## src/rtl/pov_column_sequencer.sv

```systemverilog
// POV column sequencer: measures the rotation period from the index sensor,
// splits each revolution into NCOLS equal slots and streams one 16-bit image
// column per slot to the LED output stage with a one-cycle load strobe.
// Optional feature macro: POV_REVERSE_DIR_EN (adds the dir input; dir=1 issues
// columns in descending order).
module pov_column_sequencer #(
    parameter int unsigned NCOLS    = 64,
    parameter int unsigned CW       = 6,
    parameter int unsigned PW       = 24,
    parameter int unsigned MIN_SLOT = 4
) (
    input  logic          clk,
    input  logic          rst,
    input  logic          index,
    input  logic [3:0]    t_cfg,
`ifdef POV_REVERSE_DIR_EN
    input  logic          dir,
`endif
    input  logic          wr_en,
    input  logic [CW-1:0] wr_addr,
    input  logic [15:0]   wr_data,
    output logic [15:0]   leds,
    output logic          load_leds,
    output logic [3:0]    T,
    output logic [CW-1:0] col_idx,
    output logic          period_valid
);

    // Slot length is at most (2^PW) >> CW, so PW+1-CW bits always suffice.
    localparam int unsigned SW = PW + 1 - CW;

    localparam logic [1:0] StIdle    = 2'd0;
    localparam logic [1:0] StMeasure = 2'd1;
    localparam logic [1:0] StRun     = 2'd2;

    localparam logic [CW-1:0] LastCol = CW'(NCOLS - 1);

    logic          idx_s1, idx_s2, idx_d;
    logic          ev;
    logic [PW-1:0] per_cnt;
    logic          sat;
    logic [SW-1:0] len_new;
    logic          qual;
    logic [1:0]    state;
    logic [SW-1:0] slot_len, slot_cnt;
    logic          slot_end;
    logic [CW-1:0] col_k;
    logic          start, adv, to_idle, issue;
    logic [CW-1:0] issue_k, issue_addr;
    logic          dir_sel;
    logic [15:0]   mem [NCOLS];

`ifdef POV_REVERSE_DIR_EN
    logic dir_q;
`endif

    assign ev       = idx_s2 & ~idx_d;
    assign sat      = (per_cnt == {PW{1'b1}});
    // Cycles since the previous event is per_cnt+1; slot length is that over NCOLS.
    assign len_new  = SW'(({1'b0, per_cnt} + {{PW{1'b0}}, 1'b1}) >> CW);
    assign qual     = (len_new >= SW'(MIN_SLOT));
    assign slot_end = (slot_cnt == slot_len - SW'(1));

    assign start   = ev && qual && (state == StMeasure || state == StRun);
    assign adv     = (state == StRun) && !ev && !sat && (col_k != LastCol) && slot_end;
    assign to_idle = (state != StIdle) && !ev && sat;
    assign issue   = start || adv;
    assign issue_k = start ? '0 : col_k + CW'(1);

`ifdef POV_REVERSE_DIR_EN
    assign dir_sel = start ? dir : dir_q;
`else
    assign dir_sel = 1'b0;
`endif
    // NCOLS is a power of two, so NCOLS-1-k is the bitwise inverse of k.
    assign issue_addr = dir_sel ? ~issue_k : issue_k;

    assign period_valid = (state == StRun);

    // Index synchronizer, edge-detect delay flop and saturating period counter.
    always_ff @(posedge clk) begin
        if (rst) begin
            idx_s1  <= 1'b0;
            idx_s2  <= 1'b0;
            idx_d   <= 1'b0;
            per_cnt <= '0;
        end else begin
            idx_s1 <= index;
            idx_s2 <= idx_s1;
            idx_d  <= idx_s2;
            if (ev) begin
                per_cnt <= '0;
            end else if (!sat) begin
                per_cnt <= per_cnt + PW'(1);
            end
        end
    end

    // State machine, revolution parameters and slot/column counters.
    always_ff @(posedge clk) begin
        if (rst) begin
            state    <= StIdle;
            slot_len <= '0;
            slot_cnt <= '0;
            col_k    <= '0;
            T        <= 4'd0;
`ifdef POV_REVERSE_DIR_EN
            dir_q    <= 1'b0;
`endif
        end else if (start) begin
            state    <= StRun;
            slot_len <= len_new;
            T        <= t_cfg;
            slot_cnt <= '0;
            col_k    <= '0;
`ifdef POV_REVERSE_DIR_EN
            dir_q    <= dir;
`endif
        end else if (to_idle) begin
            state <= StIdle;
        end else begin
            case (state)
                StIdle: begin
                    if (ev) state <= StMeasure;
                end
                StMeasure: begin
                end
                StRun: begin
                    if (ev) begin
                        // Non-qualifying index while running: stop emitting.
                        state <= StMeasure;
                    end else if (col_k != LastCol) begin
                        if (slot_end) begin
                            slot_cnt <= '0;
                            col_k    <= col_k + CW'(1);
                        end else begin
                            slot_cnt <= slot_cnt + SW'(1);
                        end
                    end
                end
                default: state <= StIdle;
            endcase
        end
    end

    // Registered column read: strobe, pattern and column number appear together.
    always_ff @(posedge clk) begin
        if (rst) begin
            leds      <= 16'h0000;
            load_leds <= 1'b0;
            col_idx   <= '0;
        end else begin
            load_leds <= issue;
            if (issue) begin
                leds    <= mem[issue_addr];
                col_idx <= issue_addr;
            end else if (to_idle) begin
                col_idx <= '0;
            end
        end
    end

    // Image RAM write port; not touched by reset, read returns old data on collision.
    always_ff @(posedge clk) begin
        if (wr_en) begin
            mem[wr_addr] <= wr_data;
        end
    end

endmodule

```

## config.mk

```make
export PLATFORM = sky130hd
export DESIGN_NAME = pov_column_sequencer
export DESIGN_NICKNAME = d
export VERILOG_FILES = /design/src/rtl/pov_column_sequencer.sv
export SDC_FILE = /design/constraint.sdc
export NUM_CORES = 1
export LEC_CHECK = 0
export CAP_MARGIN = 40
export CORE_MARGIN = 2
export CORE_UTILIZATION = 43
export CTS_CLUSTER_DIAMETER = 50
export CTS_CLUSTER_SIZE = 30
export DETAILED_ROUTE_END_ITERATION = 12
export PLACE_DENSITY = 0.59
export REMOVE_ABC_BUFFERS = 1
export SYNTH_ARGS = -nofsm -noshare
export SYNTH_HDL_FRONTEND = slang
export SYNTH_SLANG_ARGS = --single-unit
```

## constraint.sdc

```tcl
create_clock -name clk -period 4.3 [get_ports clk]
set_input_delay 0.86 -clock clk [delete_from_list [all_inputs] [get_ports clk]]
set_output_delay 0.86 -clock clk [all_outputs]
set_load 0.01 [all_outputs]
```

==> reports/summary.md <==
• status: complete, no violations
• number of buffer and inverter instances along the worst setup path: 0
• HPWL after detailed placement: 97900 um
• Pins Over Slew Limit: 0
• wire length of the first global-routing pass: 209000 um
• EDFF count, synth: 1024
• GP Congestion: 1.00
• clock tree from TritonCTS: done
• slowest cell on the critical path: sky130_fd_sc_hd__or4_1
• post-CTS clock slew at the launch and capture registers of the worst setup and hold paths: 0.06 ns
• standard-cell rows: 119
• FF-to-FF path depth: 9
• Clk Latency, worst-skew pair: 0.73 ns
• Hold WC Path Type: reg -> reg
• post-synthesis sequential area ratio: 0.718
• CP max stage delay: 0.87 ns
• die boundary width: 330 um
• share of synthesized flip-flops with an asynchronous set or reset: 0
• data arrival time at the worst-slack endpoint: 4.72 ns
• pin count of the biggest net entering global routing: 109
• total number of vias: 29500
• per-cell via count in the routed design: 6.21
• setup repair after global routing missed its margin: no
• final global-route overflow total: 0
• ratio of cells with drive above 1 in the final layout: 0.195
• aggregate global-route resource usage: 0.270
• Reg-to-Reg Start: slot_len[4]
• FF-to-FF setup slack: 0.21 ns
• combined area of the multi-input logic cells: 12200 um2
• Cell Pwr Density: 424 nW/um2
• post-route clock skew: 0.0442 ns
• total power: 22.6 mW
• WL final: 147000 um
• violation count after the first detailed-route iteration: 3958
• worst voltage drop across the vdd grid: 0.000356 V
• type of element capturing the critical path: register
• antenna violations before repair: 5
• min-delay src: T[1]
• combined area of all synthesized cells: 45600 um2
• upper clock frequency limit: 245 MHz
• total DRC errors in the routed layout: 0
• top cell type by total area after synthesis: sky130_fd_sc_hd__edfxtp_1
• start point of the critical path: slot_len[4]
• count of pins on the block boundary: 58
• Synth-to-Final Area Change: 16.8%
• setup-violating endpoint count in the final report: 0
• Worst R2R End: leds[4]
• clk root buf: sky130_fd_sc_hd__clkbuf_16
• effective utilization at floorplan: 0.434
• post-layout utilization of the core: 0.507
• total clock buffers created by CTS: 112
• destination of the critical timing path: leds[4]
• Buffers on Ports: 57
• Sequential cell area: 32800 um2
• relative slew slack: 0.358
• sequence of cells on the critical path: nor3_2, nand2_1, or4_4, o21ai_2, nand3_1, or4_1, a2111oi_0, o21ai_0, a31oi_1
• Yosys Warn Count: 0
• total count of hold-check failures in the final report: 0
• synthesis-stage register bit count: 1124
• flip-flop cell with the highest count after synthesis: sky130_fd_sc_hd__edfxtp_1
• WP data required: 4.94 ns
• Filler cells: 8751
• max-cap violations: 0
• floorplan die area: 109000 um2
• # hold bufs at CTS: 0
• static power due to leakage: 16.9 nW
• Distinct cells, synth: 85
• family with the most delay on the worst path: simple AND/OR/NAND/NOR gates
• Detailed Routing Iterations Pass 1: 8
• largest fanout on the critical path: 9
• average wire length per cell after detail routing: 31.0 um
• Critical Path Start Type: register
• Clock Tree Buf Depth: 3
• time the final worst path needs with I/O delays and setup: 4.09 ns
• net count reported at finish: 3300
• number of antenna-violating nets in the routed design: 0
• Worst path depth: 9
• number of clock sinks: 1124
• count of H-tree levels built during CTS: 3
• die height: 330 um
• mean cell area of the mapped netlist: 15.0 um2
• cell count after synthesis: 3033
• final worst-path cycle share: 0.951
• core region area: 105000 um2
• worst hold margin: 0.462 ns
• top-area cell type share of the netlist area: 0.674
• largest cells by area after synthesis: sky130_fd_sc_hd__edfxtp_1 67%, sky130_fd_sc_hd__mux4_2 5.6%, sky130_fd_sc_hd__dfxtp_1 4.4%
• worst setup path class: reg -> reg
• via count of the first global-routing pass: 28300
• actual transition at the worst max-transition pin: 0.963 ns
## state kept, by name, summed over array words and instances (netlist names)
register / cells
state: 2
slot_cnt: 19
mem: 1024
T: 4
idx_s1: 1
leds: 16
per_cnt: 24
slot_len: 19
idx_s2: 1
col_idx: 6
idx_d: 1
col_k: 6
load_leds: 1
## stage by stage
step                      TNS, ns  area [um2]  setup slack [ns]  cells
after global routing            0       53300           0.00603   4751
after global placement      -1.08       49100            -0.352   4523
after floorplan           -522.87       44800            -18.67   2840
after detailed placement   -0.186       49400            -0.113   4539
after CTS                       0       53300            0.0352   4750
final                           0       53300             0.212   4754
## worst min path at each step
| stage | to | slack (ns) | cells past startpoint |
|---|---|---|---|
| global route | T[0] | 0.48 | 2 |
| floorplan | idx_s2 | 0.41 | 1 |
| detailed placement | T[1] | 0.46 | 2 |
| finish | T[1] | 0.46 | 2 |
| CTS | T[1] | 0.47 | 2 |
| global placement | T[0] | 0.45 | 2 |
## repair_timing
| item | 4_1_cts | 5_1_grt |
|---|---|---|
| setup buffers | 0 | 1 |
| gates resized for setup | 4 | 8 |
| hold endpoints to repair | 0 | 0 |
| pin swaps | 0 | 1 |
| setup endpoints to repair | 3 | 15 |
## power breakdown
part / internal [mW] / switching (mW) / total [mW]
combinational: 0.0918 / 0.334 / 0.426
sequential: 12.0 / 0.0194 / 12.0
clock: 5.43 / 4.76 / 10.2
total: 17.5 / 5.12 / 22.6
## per-layer routing
metal / GRT usage / routed length (um) / vias up
met5: 0 / 66 / -
met4: 0.0958 / 5260 / 10
met3: 0.0587 / 15600 / 305
met2: 0.408 / 66300 / 1693
met1: 0.387 / 60100 / 15100
li1: - / - / 12400
## Yosys cell counts (6+ instances only)
cell type and n:
sky130_fd_sc_hd__a2111oi_0 9, sky130_fd_sc_hd__a211oi_1 41, sky130_fd_sc_hd__a21oi_1 131, sky130_fd_sc_hd__a22oi_1 10
sky130_fd_sc_hd__a2bb2oi_1 11, sky130_fd_sc_hd__a311oi_1 10, sky130_fd_sc_hd__a31oi_1 39, sky130_fd_sc_hd__and3_1 22
sky130_fd_sc_hd__buf_1 22, sky130_fd_sc_hd__buf_2 25, sky130_fd_sc_hd__clkbuf_1 136, sky130_fd_sc_hd__dfxtp_1 100
sky130_fd_sc_hd__edfxtp_1 1024, sky130_fd_sc_hd__ha_1 7, sky130_fd_sc_hd__inv_1 12, sky130_fd_sc_hd__mux2_2 25
sky130_fd_sc_hd__mux2i_1 96, sky130_fd_sc_hd__mux4_2 113, sky130_fd_sc_hd__nand2_1 223, sky130_fd_sc_hd__nand2b_1 9
sky130_fd_sc_hd__nand3_1 64, sky130_fd_sc_hd__nand4_1 17, sky130_fd_sc_hd__nor2_1 305, sky130_fd_sc_hd__nor2b_1 13
sky130_fd_sc_hd__nor3_1 62, sky130_fd_sc_hd__nor4_1 20, sky130_fd_sc_hd__o2111ai_1 10, sky130_fd_sc_hd__o211ai_1 24
sky130_fd_sc_hd__o21ai_0 121, sky130_fd_sc_hd__o221ai_1 39, sky130_fd_sc_hd__o22a_1 6, sky130_fd_sc_hd__o22ai_1 62
sky130_fd_sc_hd__o311a_1 8, sky130_fd_sc_hd__o311ai_0 18, sky130_fd_sc_hd__o31ai_1 6, sky130_fd_sc_hd__or3_1 16
sky130_fd_sc_hd__xnor2_1 42, sky130_fd_sc_hd__xor2_1 35
## logic make-up after synthesis
logic type / synth area share
flops: 0.718
simple gates: 0.0780
compound gates: 0.0862
mux: 0.0830
buf+inv: 0.0185
xor+xnor: 0.0148
fa+ha+maj: 0.00192
## final cells by class
class	count	area share
Sequential cell	1124	0.614
Clock buffer	116	0.0532
Timing Repair Buffer	309	0.0504
Multi-Input combinational cell	1704	0.229
Clock inverter	95	0.0200
Inverter	12	0.000845
Tap cell	1391	0.0326
Antenna cell	3	0.000141
## cell usage in the layout, fill, tap and decap left out, drive strengths merged, types with 11 or more instances in the layout
cell type         n
nor4             22
nor2            310
a21oi           131
dfxtp           100
or3              16
edfxtp         1024
mux2             25
nand2           225
o311ai           18
clkinvlp         11
inv              53
o21ai           123
mux2i            96
o22ai            62
nor3             64
o221ai           39
xnor2            42
nand3            65
buf             269
clkbuf          116
clkinv           37
a2bb2oi          11
nor2b            13
mux4            113
a211oi           41
a31oi            39
nand4            17
and3             22
xor2             35
o211ai           24
clkdlybuf4s50    40
## worst register-to-register path, delay by kind of cell, from the launching register on
kind               cells  cell delay (ns)
DFF                    1             0.43
AOI/OAI and AO/OA      4             1.20
and+or+nand+nor        5             2.39
(Power assumes the default switching activity.)
